`src/rtl/mem_arb_if.sv`:
```
// Bundle of the IFU, LSU and downstream memory handshakes that meet at mem_arb.
// The slave modport is the arbiter's view; master is the core/memory side.
interface mem_arb_if;
  logic        ifu_reqValid;
  logic [31:0] ifu_addr;
  logic        ifu_respValid;
  logic [31:0] ifu_rdata;

  logic        lsu_reqValid;
  logic [31:0] lsu_addr;
  logic [1:0]  lsu_size;
  logic        lsu_wen;
  logic [31:0] lsu_wdata;
  logic [3:0]  lsu_wmask;
  logic        lsu_respValid;
  logic [31:0] lsu_rdata;

  logic        mem_reqValid;
  logic        mem_reqReady;
  logic [31:0] mem_addr;
  logic [1:0]  mem_size;
  logic        mem_wen;
  logic [31:0] mem_wdata;
  logic [3:0]  mem_wmask;
  logic        mem_respValid;
  logic [31:0] mem_rdata;

  modport slave (
    input  ifu_reqValid, ifu_addr,
    output ifu_respValid, ifu_rdata,
    input  lsu_reqValid, lsu_addr, lsu_size, lsu_wen, lsu_wdata, lsu_wmask,
    output lsu_respValid, lsu_rdata,
    output mem_reqValid, mem_addr, mem_size, mem_wen, mem_wdata, mem_wmask,
    input  mem_reqReady, mem_respValid, mem_rdata
  );

  modport master (
    output ifu_reqValid, ifu_addr,
    input  ifu_respValid, ifu_rdata,
    output lsu_reqValid, lsu_addr, lsu_size, lsu_wen, lsu_wdata, lsu_wmask,
    input  lsu_respValid, lsu_rdata,
    input  mem_reqValid, mem_addr, mem_size, mem_wen, mem_wdata, mem_wmask,
    output mem_reqReady, mem_respValid, mem_rdata
  );
endinterface

```
`src/rtl/mem_arb.sv`:
```
// Round-robin arbiter sharing one memory port between IFU and LSU, one transaction
// in flight, with a response timeout that forces a zero-data reply.
module mem_arb #(
  parameter int unsigned TIMEOUT = 255
) (
  input  logic     clock,
  input  logic     reset,
  mem_arb_if.slave bus,
  output logic     busy,
  output logic     timeout_err
);

  typedef enum logic [1:0] {StIdle, StReq, StWait, StResp} state_e;
  typedef enum logic {OwnIfu, OwnLsu} owner_e;

  localparam logic [15:0] TcntLast = 16'(TIMEOUT - 1);

  state_e      state_q;
  owner_e      owner_q;
  owner_e      last_grant_q;
  logic [31:0] addr_q;
  logic [1:0]  size_q;
  logic        wen_q;
  logic [31:0] wdata_q;
  logic [3:0]  wmask_q;
  logic [31:0] rdata_q;
  logic [15:0] tcnt_q;
  logic        timeout_err_q;

  logic grant;
  logic pick_lsu;

  // On a tie the requester that did not win last time gets the port.
  always_comb begin
    grant    = bus.ifu_reqValid | bus.lsu_reqValid;
    pick_lsu = bus.lsu_reqValid & (~bus.ifu_reqValid | (last_grant_q == OwnIfu));
  end

  always_ff @(posedge clock) begin
    if (reset) begin
      state_q       <= StIdle;
      owner_q       <= OwnIfu;
      last_grant_q  <= OwnLsu;
      addr_q        <= '0;
      size_q        <= '0;
      wen_q         <= 1'b0;
      wdata_q       <= '0;
      wmask_q       <= '0;
      rdata_q       <= '0;
      tcnt_q        <= '0;
      timeout_err_q <= 1'b0;
    end else begin
      case (state_q)
        StIdle: begin
          if (grant) begin
            state_q <= StReq;
            if (pick_lsu) begin
              owner_q      <= OwnLsu;
              last_grant_q <= OwnLsu;
              addr_q       <= bus.lsu_addr;
              size_q       <= bus.lsu_size;
              wen_q        <= bus.lsu_wen;
              wdata_q      <= bus.lsu_wdata;
              wmask_q      <= bus.lsu_wmask;
            end else begin
              owner_q      <= OwnIfu;
              last_grant_q <= OwnIfu;
              addr_q       <= bus.ifu_addr;
              size_q       <= 2'd2;
              wen_q        <= 1'b0;
              wdata_q      <= '0;
              wmask_q      <= '0;
            end
          end
        end
        StReq: begin
          if (bus.mem_reqReady) begin
            state_q <= StWait;
            tcnt_q  <= '0;
          end
        end
        StWait: begin
          tcnt_q <= tcnt_q + 16'd1;
          // A response on the last timeout cycle still wins over the timeout.
          if (bus.mem_respValid) begin
            rdata_q <= bus.mem_rdata;
            state_q <= StResp;
          end else if (tcnt_q == TcntLast) begin
            rdata_q       <= '0;
            timeout_err_q <= 1'b1;
            state_q       <= StResp;
          end
        end
        StResp:  state_q <= StIdle;
        default: state_q <= StIdle;
      endcase
    end
  end

  assign bus.mem_reqValid  = (state_q == StReq);
  assign bus.mem_addr      = addr_q;
  assign bus.mem_size      = size_q;
  assign bus.mem_wen       = wen_q;
  assign bus.mem_wdata     = wdata_q;
  assign bus.mem_wmask     = wmask_q;
  assign bus.ifu_respValid = (state_q == StResp) && (owner_q == OwnIfu);
  assign bus.lsu_respValid = (state_q == StResp) && (owner_q == OwnLsu);
  assign bus.ifu_rdata     = rdata_q;
  assign bus.lsu_rdata     = rdata_q;
  assign busy              = (state_q != StIdle);
  assign timeout_err       = timeout_err_q;

endmodule

```
`src/flat_wrapper.sv`:
```
// flat-port wrapper written by rule: the top's interface ports become plain ports
module mem_arb_flat 
#(
  parameter int unsigned TIMEOUT = 255
)
  (clock, reset, busy, timeout_err, bus_ifu_reqValid, bus_ifu_addr, bus_ifu_respValid, bus_ifu_rdata, bus_lsu_reqValid, bus_lsu_addr, bus_lsu_size, bus_lsu_wen, bus_lsu_wdata, bus_lsu_wmask, bus_lsu_respValid, bus_lsu_rdata, bus_mem_reqValid, bus_mem_addr, bus_mem_size, bus_mem_wen, bus_mem_wdata, bus_mem_wmask, bus_mem_reqReady, bus_mem_respValid, bus_mem_rdata);
  mem_arb_if bus_i ();
  input  logic clock;
  input  logic reset;
  output logic busy;
  output logic timeout_err;
  input wire logic [$bits(bus_i.ifu_reqValid)-1:0] bus_ifu_reqValid;
  input wire logic [$bits(bus_i.ifu_addr)-1:0] bus_ifu_addr;
  output wire logic [$bits(bus_i.ifu_respValid)-1:0] bus_ifu_respValid;
  output wire logic [$bits(bus_i.ifu_rdata)-1:0] bus_ifu_rdata;
  input wire logic [$bits(bus_i.lsu_reqValid)-1:0] bus_lsu_reqValid;
  input wire logic [$bits(bus_i.lsu_addr)-1:0] bus_lsu_addr;
  input wire logic [$bits(bus_i.lsu_size)-1:0] bus_lsu_size;
  input wire logic [$bits(bus_i.lsu_wen)-1:0] bus_lsu_wen;
  input wire logic [$bits(bus_i.lsu_wdata)-1:0] bus_lsu_wdata;
  input wire logic [$bits(bus_i.lsu_wmask)-1:0] bus_lsu_wmask;
  output wire logic [$bits(bus_i.lsu_respValid)-1:0] bus_lsu_respValid;
  output wire logic [$bits(bus_i.lsu_rdata)-1:0] bus_lsu_rdata;
  output wire logic [$bits(bus_i.mem_reqValid)-1:0] bus_mem_reqValid;
  output wire logic [$bits(bus_i.mem_addr)-1:0] bus_mem_addr;
  output wire logic [$bits(bus_i.mem_size)-1:0] bus_mem_size;
  output wire logic [$bits(bus_i.mem_wen)-1:0] bus_mem_wen;
  output wire logic [$bits(bus_i.mem_wdata)-1:0] bus_mem_wdata;
  output wire logic [$bits(bus_i.mem_wmask)-1:0] bus_mem_wmask;
  input wire logic [$bits(bus_i.mem_reqReady)-1:0] bus_mem_reqReady;
  input wire logic [$bits(bus_i.mem_respValid)-1:0] bus_mem_respValid;
  input wire logic [$bits(bus_i.mem_rdata)-1:0] bus_mem_rdata;
  assign bus_i.ifu_reqValid = bus_ifu_reqValid;
  assign bus_i.ifu_addr = bus_ifu_addr;
  assign bus_ifu_respValid = bus_i.ifu_respValid;
  assign bus_ifu_rdata = bus_i.ifu_rdata;
  assign bus_i.lsu_reqValid = bus_lsu_reqValid;
  assign bus_i.lsu_addr = bus_lsu_addr;
  assign bus_i.lsu_size = bus_lsu_size;
  assign bus_i.lsu_wen = bus_lsu_wen;
  assign bus_i.lsu_wdata = bus_lsu_wdata;
  assign bus_i.lsu_wmask = bus_lsu_wmask;
  assign bus_lsu_respValid = bus_i.lsu_respValid;
  assign bus_lsu_rdata = bus_i.lsu_rdata;
  assign bus_mem_reqValid = bus_i.mem_reqValid;
  assign bus_mem_addr = bus_i.mem_addr;
  assign bus_mem_size = bus_i.mem_size;
  assign bus_mem_wen = bus_i.mem_wen;
  assign bus_mem_wdata = bus_i.mem_wdata;
  assign bus_mem_wmask = bus_i.mem_wmask;
  assign bus_i.mem_reqReady = bus_mem_reqReady;
  assign bus_i.mem_respValid = bus_mem_respValid;
  assign bus_i.mem_rdata = bus_mem_rdata;
  mem_arb #(.TIMEOUT(TIMEOUT)) u_core (.clock(clock), .reset(reset), .bus(bus_i), .busy(busy), .timeout_err(timeout_err));
endmodule
```
`config.mk`:
```
export PLATFORM = sky130hd
export DESIGN_NAME = mem_arb_flat
export DESIGN_NICKNAME = d
export VERILOG_FILES = /design/src/rtl/mem_arb_if.sv /design/src/rtl/mem_arb.sv /design/src/flat_wrapper.sv
export SDC_FILE = /design/constraint.sdc
export NUM_CORES = 1
export LEC_CHECK = 0
export BUFFER_PORTS_ARGS = -buffer_cell sky130_fd_sc_hd__buf_4
export CAP_MARGIN = 20
export CORE_AREA = 2 2 110 112
export DETAILED_ROUTE_END_ITERATION = 10
export DIE_AREA = 0 0 112 114
export PLACE_DENSITY_LB_ADDON = 0.08
export SYNTH_ARGS = -nofsm -noshare
export SYNTH_HDL_FRONTEND = slang
export SYNTH_SLANG_ARGS = --single-unit
export TNS_END_PERCENT = 20
```
`constraint.sdc`:
```
create_clock -name clock -period 5.4 [get_ports clock]
set_clock_uncertainty 0.15 [all_clocks]
set_input_delay 1.08 -clock clock [delete_from_list [all_inputs] [get_ports clock]]
set_output_delay 1.08 -clock clock [all_outputs]
set_load 0.03 [all_outputs]
```
# After elaboration in Yosys (flattened, before gate mapping)
# Index checks and enable logic that the tools add are counted.
op_classes:
  n_mux: 15
  n_eq_ne: 7
  addsub: 1
  n_reduce_logical: 11
  bitwise_logic: 7
op_table:
  columns: ["cell", "n"]
  rows:
  - ["$mux W32", 4]
  - ["$pmux W16 S2", 1]
  - ["$add A16 B1 Y16 const B", 1]
  - ["$eq A16 B8 Y1 const B", 1]
  - ["$mux W16", 1]
  - ["$mux W2", 5]
  - ["$pmux W2 S4", 1]
  - ["$reduce_and A2 Y1", 3]
  - ["$reduce_and A3 Y1", 2]
  - ["$reduce_bool A2 Y1", 3]
  - ["$eq A2 B2 Y1 const B", 2]
  - ["$mux W4", 1]
  - ["$ne A2 B1 Y1 const B", 2]
  - ["$not A1 Y1", 4]
  - ["$ne A3 B2 Y1 const B", 1]
  - ["$eq A2 B1 Y1 const B", 1]
  - ["$logic_and A1 B1 Y1", 2]
  - ["$logic_not A2 Y1", 1]
  - ["$mux W1", 2]
  - ["$or A1 B1 Y1", 2]
  - ["$and A1 B1 Y1", 1]
word_totals:
  regBits: 124
  elab_cells: 52

# Depth between registers and ports, before layout
# Gate-level depths: netlist of run 1.
depth:
  depth_word: 4
  ltp_mapped: 8
  ltp_nobuf: 6

# Worst setup path before layout of run 1
# OpenSTA, ideal clock, no wires.
synth_timing:
  path_type: "input port to flip-flop"
  start: "input port bus_mem_reqReady"
  end: "register u_core.tcnt_q[8]"
  n_path_buf: 1
  setup_ns: 0.059
  arrival_time_ns: 2.114
  setup_slack_ns: 3.077
  path_stages: 5
  cell_sequence: "and3b_1 > or2_4 > buf_6 > or4_1 > nand2_1"
synth_between:
  elab_chain_len: 2
synth_lines:
  columns: ["element", "line_no", "rtl"]
  rows:
  - ["from (decl)", "flat_wrapper.sv:30", "input wire logic [$bits(bus_i.mem_reqReady)-1:0] bus_mem_reqReady;"]
  - ["$ne A2 B1 Y1 (no line)", null, null]
  - ["$reduce_and A2 Y1 (no line)", null, null]
  - ["to (signal assigned)", "mem_arb.sv:83", "tcnt_q <= tcnt_q + 16'd1;"]
  - ["to (decl)", "mem_arb.sv:27", "logic [15:0] tcnt_q;"]
# No other way between the ends.
# A chain may end at the register's enable or synchronous reset.

# Final worst setup path of run 1
layout_timing:
  start: "register u_core.state_q[0]"
  end: "output port busy"
layout_between:
  elab_chain_len: 1
layout_lines:
  columns: ["element", "line_no", "rtl"]
  rows:
  - ["from (decl)", "mem_arb.sv:18", "state_e state_q;"]
  - ["from (signal assigned)", "mem_arb.sv:41", "state_q <= StIdle;"]
  - ["from (signal assigned)", "mem_arb.sv:56", "state_q <= StReq;"]
  - ["from (signal assigned)", "mem_arb.sv:78", "state_q <= StWait;"]
  - ["$reduce_bool A2 Y1", "mem_arb.sv:110", "assign busy = (state_q != StIdle);"]
  - ["to (decl)", "flat_wrapper.sv:10", "output logic busy;"]
# No other way between the ends.

==> results.md, run 1 <==
- Outcome: completed
- CTS Buffer Depth: 2
- Critical Path Start: u_core.state_q[0]
- Worst Hold Path Cells: 2
- Number of synthesized flops with an enable pin: 0
- Final min period: 2700 ps
- Post-synth cell types: 44
- Slew headroom: 37.6%
- Syn Area/Cell: 8.96 um2
- Fin area: 7770 um2
- GR peak layer: met2
- CTS tree: yes
- Antenna cells: 0
- Wire length per cell: 15.2 um
- Total negative setup slack: 0 ps
- Main area contributors after synthesis: dfxtp_1, nor2_1, mux2i_1
- Die area: 12800 um2
- TritonCTS Buffers: 17
- DRT Wirelength: 14800 um
- Vias per inst: roughly 5.2
- Via count: between 5000 and 6000
- MaxCap Viol Count: 0
- Hold path start: u_core.timeout_err
- Leakage Power: 3.49 nW
- Detailed Place HPWL: 10800 um
- Row count: 40
- Antenna violations before repair: 0
- Gate Count Post-Synth: 577
- Layout cells sized above 1: 40.0%
- H-tree Lvls: 4
- FF+latch count, synth: 124
- R2R Setup Slk: 2840 ps
- Tot Pwr: approximately 3.9 mW
- P&R area growth vs syn: 50.4%
- Port buffer count: 280
- Core area: 11700 um2
- HP Class: reg -> reg
- R2R depth: 7
- Post-synth top cells: dfxtp_1, nor2_1, nand2_1
- Worst hold endpoint: u_core.timeout_err
- Clock-pin transition on the worst setup and hold timing paths: 50 ps
- First-pass GRT wire length: 23000 um
- Resize count post-CTS: 0
- DRC violation count after routing: 0
- Sequential area share after synthesis: 48.0%
- Yosys top cell by area: dfxtp_1
- GRT overflow: 0
- Met3 GRT Util: 8.61%
- Cts hold-fix bufs: 0
- Max FO, Critical Path: 4
- Synth async-reset ratio: 0%
- Ys flop type: dfxtp_1
- I/O Pins: about 280
- Vias in the first global route: 4763
- Initial Util: 44.1%
- Worst reg2reg startpoint: u_core.state_q[0]
- Gr usage total: 22.5%
- Ys Warns: 0
- Most frequent cell after synthesis: dfxtp_1
- Crit path kind: reg -> out
- Slew Viols, Final: 0
- CP Data Arrival Time: 1470 ps
- Post-CTS setup repair buffer count: 0
- Top cell type's share of synthesized area: between 40% and 50%
- Final hold vios: 0
- M1 GR Usage: 25.4%
- Synthesized area: 5170 um2
- Fin crit share: 50.0%
- Skew-Pair Late Insertion Delay: between 400 and 500 ps
- Slew @ Worst Pin: 936 ps
- Highest clock rate: ~370 MHz
- Hold slack final: 342 ps
- Largest net degree at the start of global routing: 86
- Initial DRT Pass Iterations: 5
- Die height: 114 um
- RSZ-0062 raised after global routing: no
- Starting DRT DRC Count: around 270
- CP required: 4170 ps
- Clock Sinks: 124
- Crit end category: output port
- Syn nets: 725
- Peak supply drop: 0.338 mV
- Clk root buf: clkbuf_16
- Post-route ant nets: 0
- Critical Path Source Type: register
- Net count, final: 956
- Setup Viol. Count Final: 0
- Area after DPL: 7130 um2
- GPL Wtd Cong: 0.841
- Power Density: 501 nW/um2
- Met2 Use GR: 38.8%
- Die X: 112 um
- R2r endpoint: u_core.bus.ifu_rdata[14]
-- stage by stage --
| stage | setup WS (ps) | utilization, % | std cells |
|---|---|---|---|
| floorplan | 3080 | - | 577 |
| global placement | 2570 | 60.7 | 934 |
| detailed placement | 2500 | 60.9 | 936 |
| CTS | 2670 | 66.4 | 968 |
| global route | 2570 | 66.4 | 968 |
| finish | 2700 | 66.4 | 968 |
-- how the worst max path moves through the flow --
stage | cells after the start | slack (ps) | endpoint
6_report | 4 | 2700 | busy
3_5_place_dp | 7 | 2500 | u_core.bus.mem_wdata[22]
4_1_cts | 4 | 2670 | busy
3_3_place_gp | 7 | 2570 | u_core.bus.mem_wdata[30]
2_1_floorplan | 5 | 3080 | u_core.tcnt_q[8]
5_1_grt | 7 | 2570 | u_core.bus.ifu_rdata[21]
-- registers in the layout (all words and copies together), names as in the netlist --
name and flops:
u_core.timeout_err 1, u_core.bus.mem_wdata 32, u_core.tcnt_q 16, u_core.bus.mem_addr 32, u_core.last_grant_q 1, u_core.bus.ifu_rdata 32
u_core.owner_q 1, u_core.state_q 2, u_core.bus.mem_wmask 4, u_core.bus.mem_wen 1, u_core.bus.mem_size 2
-- cell type report --
cell class / count / area, um2
clock buffers: 17 / 425
repair buffers: 287 / 2170
flip-flops and latches: 124 / 2480
fillers: 966 / 3940
well taps: 147 / 184
clock inverters: 15 / 213
inverters: 7 / 26.3
multi-input cells: 371 / 2270
-- worst max-delay path, stage by stage (launching register included) --
cell and delay, ps:
dfxtp_1 360, inv_1 100, ha_1 280, inv_1 140, buf_4 190
-- per-layer routing --
layer  routed length [um]  vias up
met3                 1220       24
li1                     -     2472
met2                 7470      203
met4                  367        0
met1                 5700     2307
met5                    0        -
-- logic make-up (layout without fill, tap and decap cells) --
kind of cell	Yosys count	after routing	synth area share, %
compound gates	155	155	19.2
mux	33	33	6.49
xor+xnor	9	9	1.53
buf+inv	82	326	8.64
flops	124	124	48.0
fa+ha+maj	7	7	1.69
simple gates	167	167	14.5
-- placed cells by master (no fill, tap or decap), types with 2 or more instances in the layout --
cell type | synthesis | layout
buf_4 | 32 | 285
dfxtp_1 | 124 | 124
nor2_1 | 87 | 85
nand2_1 | 43 | 43
a21oi_1 | 38 | 38
a22oi_1 | 38 | 38
a211oi_1 | 33 | 33
o21ai_0 | 32 | 32
mux2i_1 | 32 | 32
clkbuf_16 | 0 | 17
xor2_1 | 8 | 8
inv_1 | 7 | 7
nand4_1 | 7 | 7
ha_1 | 7 | 7
or4_1 | 5 | 5
clkinvlp_4 | 0 | 5
and4_1 | 4 | 4
o211ai_1 | 4 | 4
nand3_1 | 4 | 4
inv_6 | 0 | 4
bufinv_16 | 0 | 4
and2_1 | 3 | 3
and3_1 | 3 | 3
nor2b_1 | 2 | 2
nor3_1 | 2 | 2
buf_8 | 0 | 2
-- power by group --
group	switching, mW	internal [mW]
clock network	0.434	0.781
registers	0.110	1.10
logic	0.931	0.541
No activity file was read; power rests on OpenSTA's default activity.
==> inputs of run 2 (changes only) <==
--- a/config.mk
+++ b/config.mk
@@ -5,11 +5,11 @@
 export SDC_FILE = /design/constraint.sdc
 export NUM_CORES = 1
 export LEC_CHECK = 0
+export ABC_AREA = 1
 export BUFFER_PORTS_ARGS = -buffer_cell sky130_fd_sc_hd__buf_4
 export CAP_MARGIN = 20
-export CORE_AREA = 2 2 110 112
+export CORE_UTILIZATION = 41
 export DETAILED_ROUTE_END_ITERATION = 10
-export DIE_AREA = 0 0 112 114
 export PLACE_DENSITY_LB_ADDON = 0.08
 export SYNTH_ARGS = -nofsm -noshare
 export SYNTH_HDL_FRONTEND = slang
==> constraint.sdc (replaced) <==
create_clock -name clock -period 2.3 [get_ports clock]
set_clock_uncertainty 0.15 [all_clocks]
set_input_delay 0.46 -clock clock [delete_from_list [all_inputs] [get_ports clock]]
set_output_delay 0.46 -clock clock [all_outputs]
set_load 0.03 [all_outputs]
==> results.md, run 2 <==
- Outcome: completed
- Clock Sinks: 124 (unchanged)
- Synthesized area: 5210 um2 (+0.77%)
- Die area: 13200 um2 (+3.1%)
- CP Data Arrival Time: 1440 ps (-30 ps)
- R2r endpoint: u_core.bus.mem_addr[14]
- Total negative setup slack: 0 ps (unchanged)
- RSZ-0062 raised after global routing: no
- DRT Wirelength: 15400 um (+4.4%)
- I/O Pins: 281 (unchanged)
- Resize count post-CTS: 0 (unchanged)
- First-pass GRT wire length: 23900 um (+3.8%)
- Post-CTS setup repair buffer count: 0 (unchanged)
- HP Class: in -> reg
- Number of synthesized flops with an enable pin: 0 (unchanged)
- Post-synth top cells: nand2_1, dfxtp_1, a21oi_1
- Crit path kind: reg -> out
- FF+latch count, synth: 124 (unchanged)
- Slew headroom: 48.6% (+11 points)
- Ys flop type: dfxtp_1
- Detailed Place HPWL: 11400 um (+5.1%)
- Clock-pin transition on the worst setup and hold timing paths: 60 ps (about the same)
- Antenna violations before repair: 0 (unchanged)
- Placed cell count: 1091 (+17%)
- Syn Area/Cell: 7.41 um2 (-17%)
- Fillers: 1098 (+14%)
- Ys Warns: 0 (unchanged)
- Synth async-reset ratio: 0% (unchanged)
- Slew @ Worst Pin: 771 ps (-165 ps)
- Post-route ant nets: 0 (unchanged)
- Highest clock rate: between 400 and 500 MHz
- Gr usage total: 23.6% (+1.1 points)
- Worst hold endpoint: u_core.bus.mem_wdata[30]
- Crit end category: output port
- TritonCTS Buffers: 17 (unchanged)
- Skew-Pair Late Insertion Delay: 410 ps (about the same)
- Yosys top cell by area: dfxtp_1
- GPL Wtd Cong: 0.814 (-3.2%)
- Layout cells sized above 1: 34.8% (-5.2 points)
- CTS Buffer Depth: 2 (unchanged)
- Core area: 12200 um2 (+4.3%)
- Gate Count Post-Synth: 703 (+22%)
- Fin crit share: 89.3%
- Vias per inst: 4.82 (-6.8%)
- Footprint of the multi-input gates: 2160 um2 (-4.8%)
- R2R Setup Slk: 380 ps (-2460 ps)
- Vias in the first global route: 4947 (+3.9%)
- Hold slack final: 157 ps (-185 ps)
- Peak supply drop: 0.571 mV (+69%)
- Leakage Power: 3.53 nW (+1.1%)
- Register Area: 2480 um2 (unchanged)
- Slew Viols, Final: 0 (unchanged)
- Port buffer count: 280 (unchanged)
- H-tree Lvls: 4 (unchanged)
- Setup Viol. Count Final: 0 (unchanged)
- CTS tree: yes
- Critical Path Source Type: register
- Max FO, Critical Path: 4 (unchanged)
- Sequential area share after synthesis: 47.7% (-0.37 points)
- Largest net degree at the start of global routing: 75 (-13%)
- Die X: 115 um (+2.4%)
- Die height: 115 um (+0.63%)
- Via count: 5407 (+8.0%)
- Power Density: 1120 nW/um2 (+120%)
- Row count: 40 (unchanged)
- Post-synth cell types: 25 (-43%)
- Antenna cells: 0 (unchanged)
- Clk root buf: clkbuf_16
- Wire length per cell: 13.7 um (-10%)
- Initial DRT Pass Iterations: 5 (unchanged)
- Most frequent cells in the layout: buf_4, nand2_1, dfxtp_1, a21oi_1
- Most frequent cell after synthesis: nand2_1
- Initial Util: 42.7% (-1.5 points)
- Net count, final: 1090 (+14%)
- Final std cells w/o fill: 1122 (+16%)
- P&R area growth vs syn: 48.2%
- Worst reg2reg startpoint: u_core.state_q[1]
- Starting DRT DRC Count: 277 (+3.4%)
- Cts hold-fix bufs: 0 (unchanged)
- DRC violation count after routing: 0 (unchanged)
- Worst Hold Path Cells: 3 (+1)
- GRT overflow: 0 (unchanged)
- R2R depth: 7 (unchanged)
- CP required: 1690 ps (-2480 ps)
- Final min period: 2050 ps
- Final hold vios: 0 (unchanged)
- MaxCap Viol Count: 0 (unchanged)
- Commonest non-fill, non-tap cell in the layout: buf_4
- Syn nets: 851 (+17%)
- Main area contributors after synthesis: dfxtp_1, nand2_1, a21oi_1
- Top cell type's share of synthesized area: 47.7% (-0.37 points)
- Hold path start: bus_lsu_wdata[30]
-- run 2: cell count changes after synthesis, sizes merged, moves of 10 or more --
| cell | delta |
|---|---|
| nand2 | +212 |
| nor2 | -52 |
| a21oi | +46 |
| a22oi | -38 |
| a31oi | +33 |
| a211oi | -32 |
| mux2i | -32 |
| inv | +28 |
| clkbuf | -10 |
-- run 2: through the flow --
| step | power (mW) | util [%] | worst slack, ps | area, um2 |
|---|---|---|---|---|
| 2_1_floorplan | 5.07 | - | 490 | 5210 |
| 3_3_place_gp | 6.14 | 58.7 | 506 | 7170 |
| 3_5_place_dp | 6.21 | 58.7 | 404 | 7170 |
| 4_1_cts | 8.69 | 63.2 | 217 | 7720 |
| 5_1_grt | 9.07 | 63.2 | 163 | 7720 |
| 6_report | 8.61 | 63.2 | 246 | 7720 |
-- run 2: final cells by class --
class / count / area share [%]
inverters: 35 / 1.70
clock inverters: 8 / 0.875
well taps: 168 / 2.72
repair buffers: 291 / 28.3
flip-flops and latches: 124 / 32.2
multi-input cells: 473 / 28.0
clock buffers: 23 / 6.19
-- run 2: worst max path at each step --
stage / start / endpoint / slack (ps) / cells past startpoint
after floorplan: u_core.state_q[1] / u_core.tcnt_q[2] / 490 / 9
after global placement: u_core.state_q[0] / u_core.bus.mem_addr[16] / 510 / 7
after detailed placement: u_core.state_q[1] / u_core.bus.mem_addr[12] / 400 / 7
after CTS: u_core.state_q[0] / busy / 220 / 4
after global routing: u_core.state_q[0] / busy / 160 / 4
final: u_core.state_q[0] / busy / 250 / 4
-- run 2: cell families (layout without fill, tap and decap cells) --
kind of cell               Yosys count  count (layout)  share of synthesized area [%]
and+or+nand+nor                    305             305                           22.8
AOI/OAI and AO/OA                  161             161                           16.9
DFF                                124             124                           47.7
buffers and inverters              106             357                           11.0
adders and majority gates            7               7                           1.68
-- run 2: critical path, cell delays in order, from the launching register on --
cell and delay (ps):
dfxtp_1 370, inv_1 100, ha_1 220, inv_1 140
buf_4 200
-- run 2: report_power, final --
part	total, mW	switching [mW]	internal (mW)
clock network	2.45	0.897	1.55
logic	3.33	2.17	1.16
registers	2.83	0.256	2.57
-- run 2: layer usage --
layer / part of all wire, % / up-vias / GRT usage [%]
li1: - / 2720 / -
met1: 38 / 2449 / 25.6
met2: 51 / 209 / 41.4
met3: 8.4 / 29 / 7.94
met4: 2.7 / 0 / 11.1
met5: 0 / - / 0
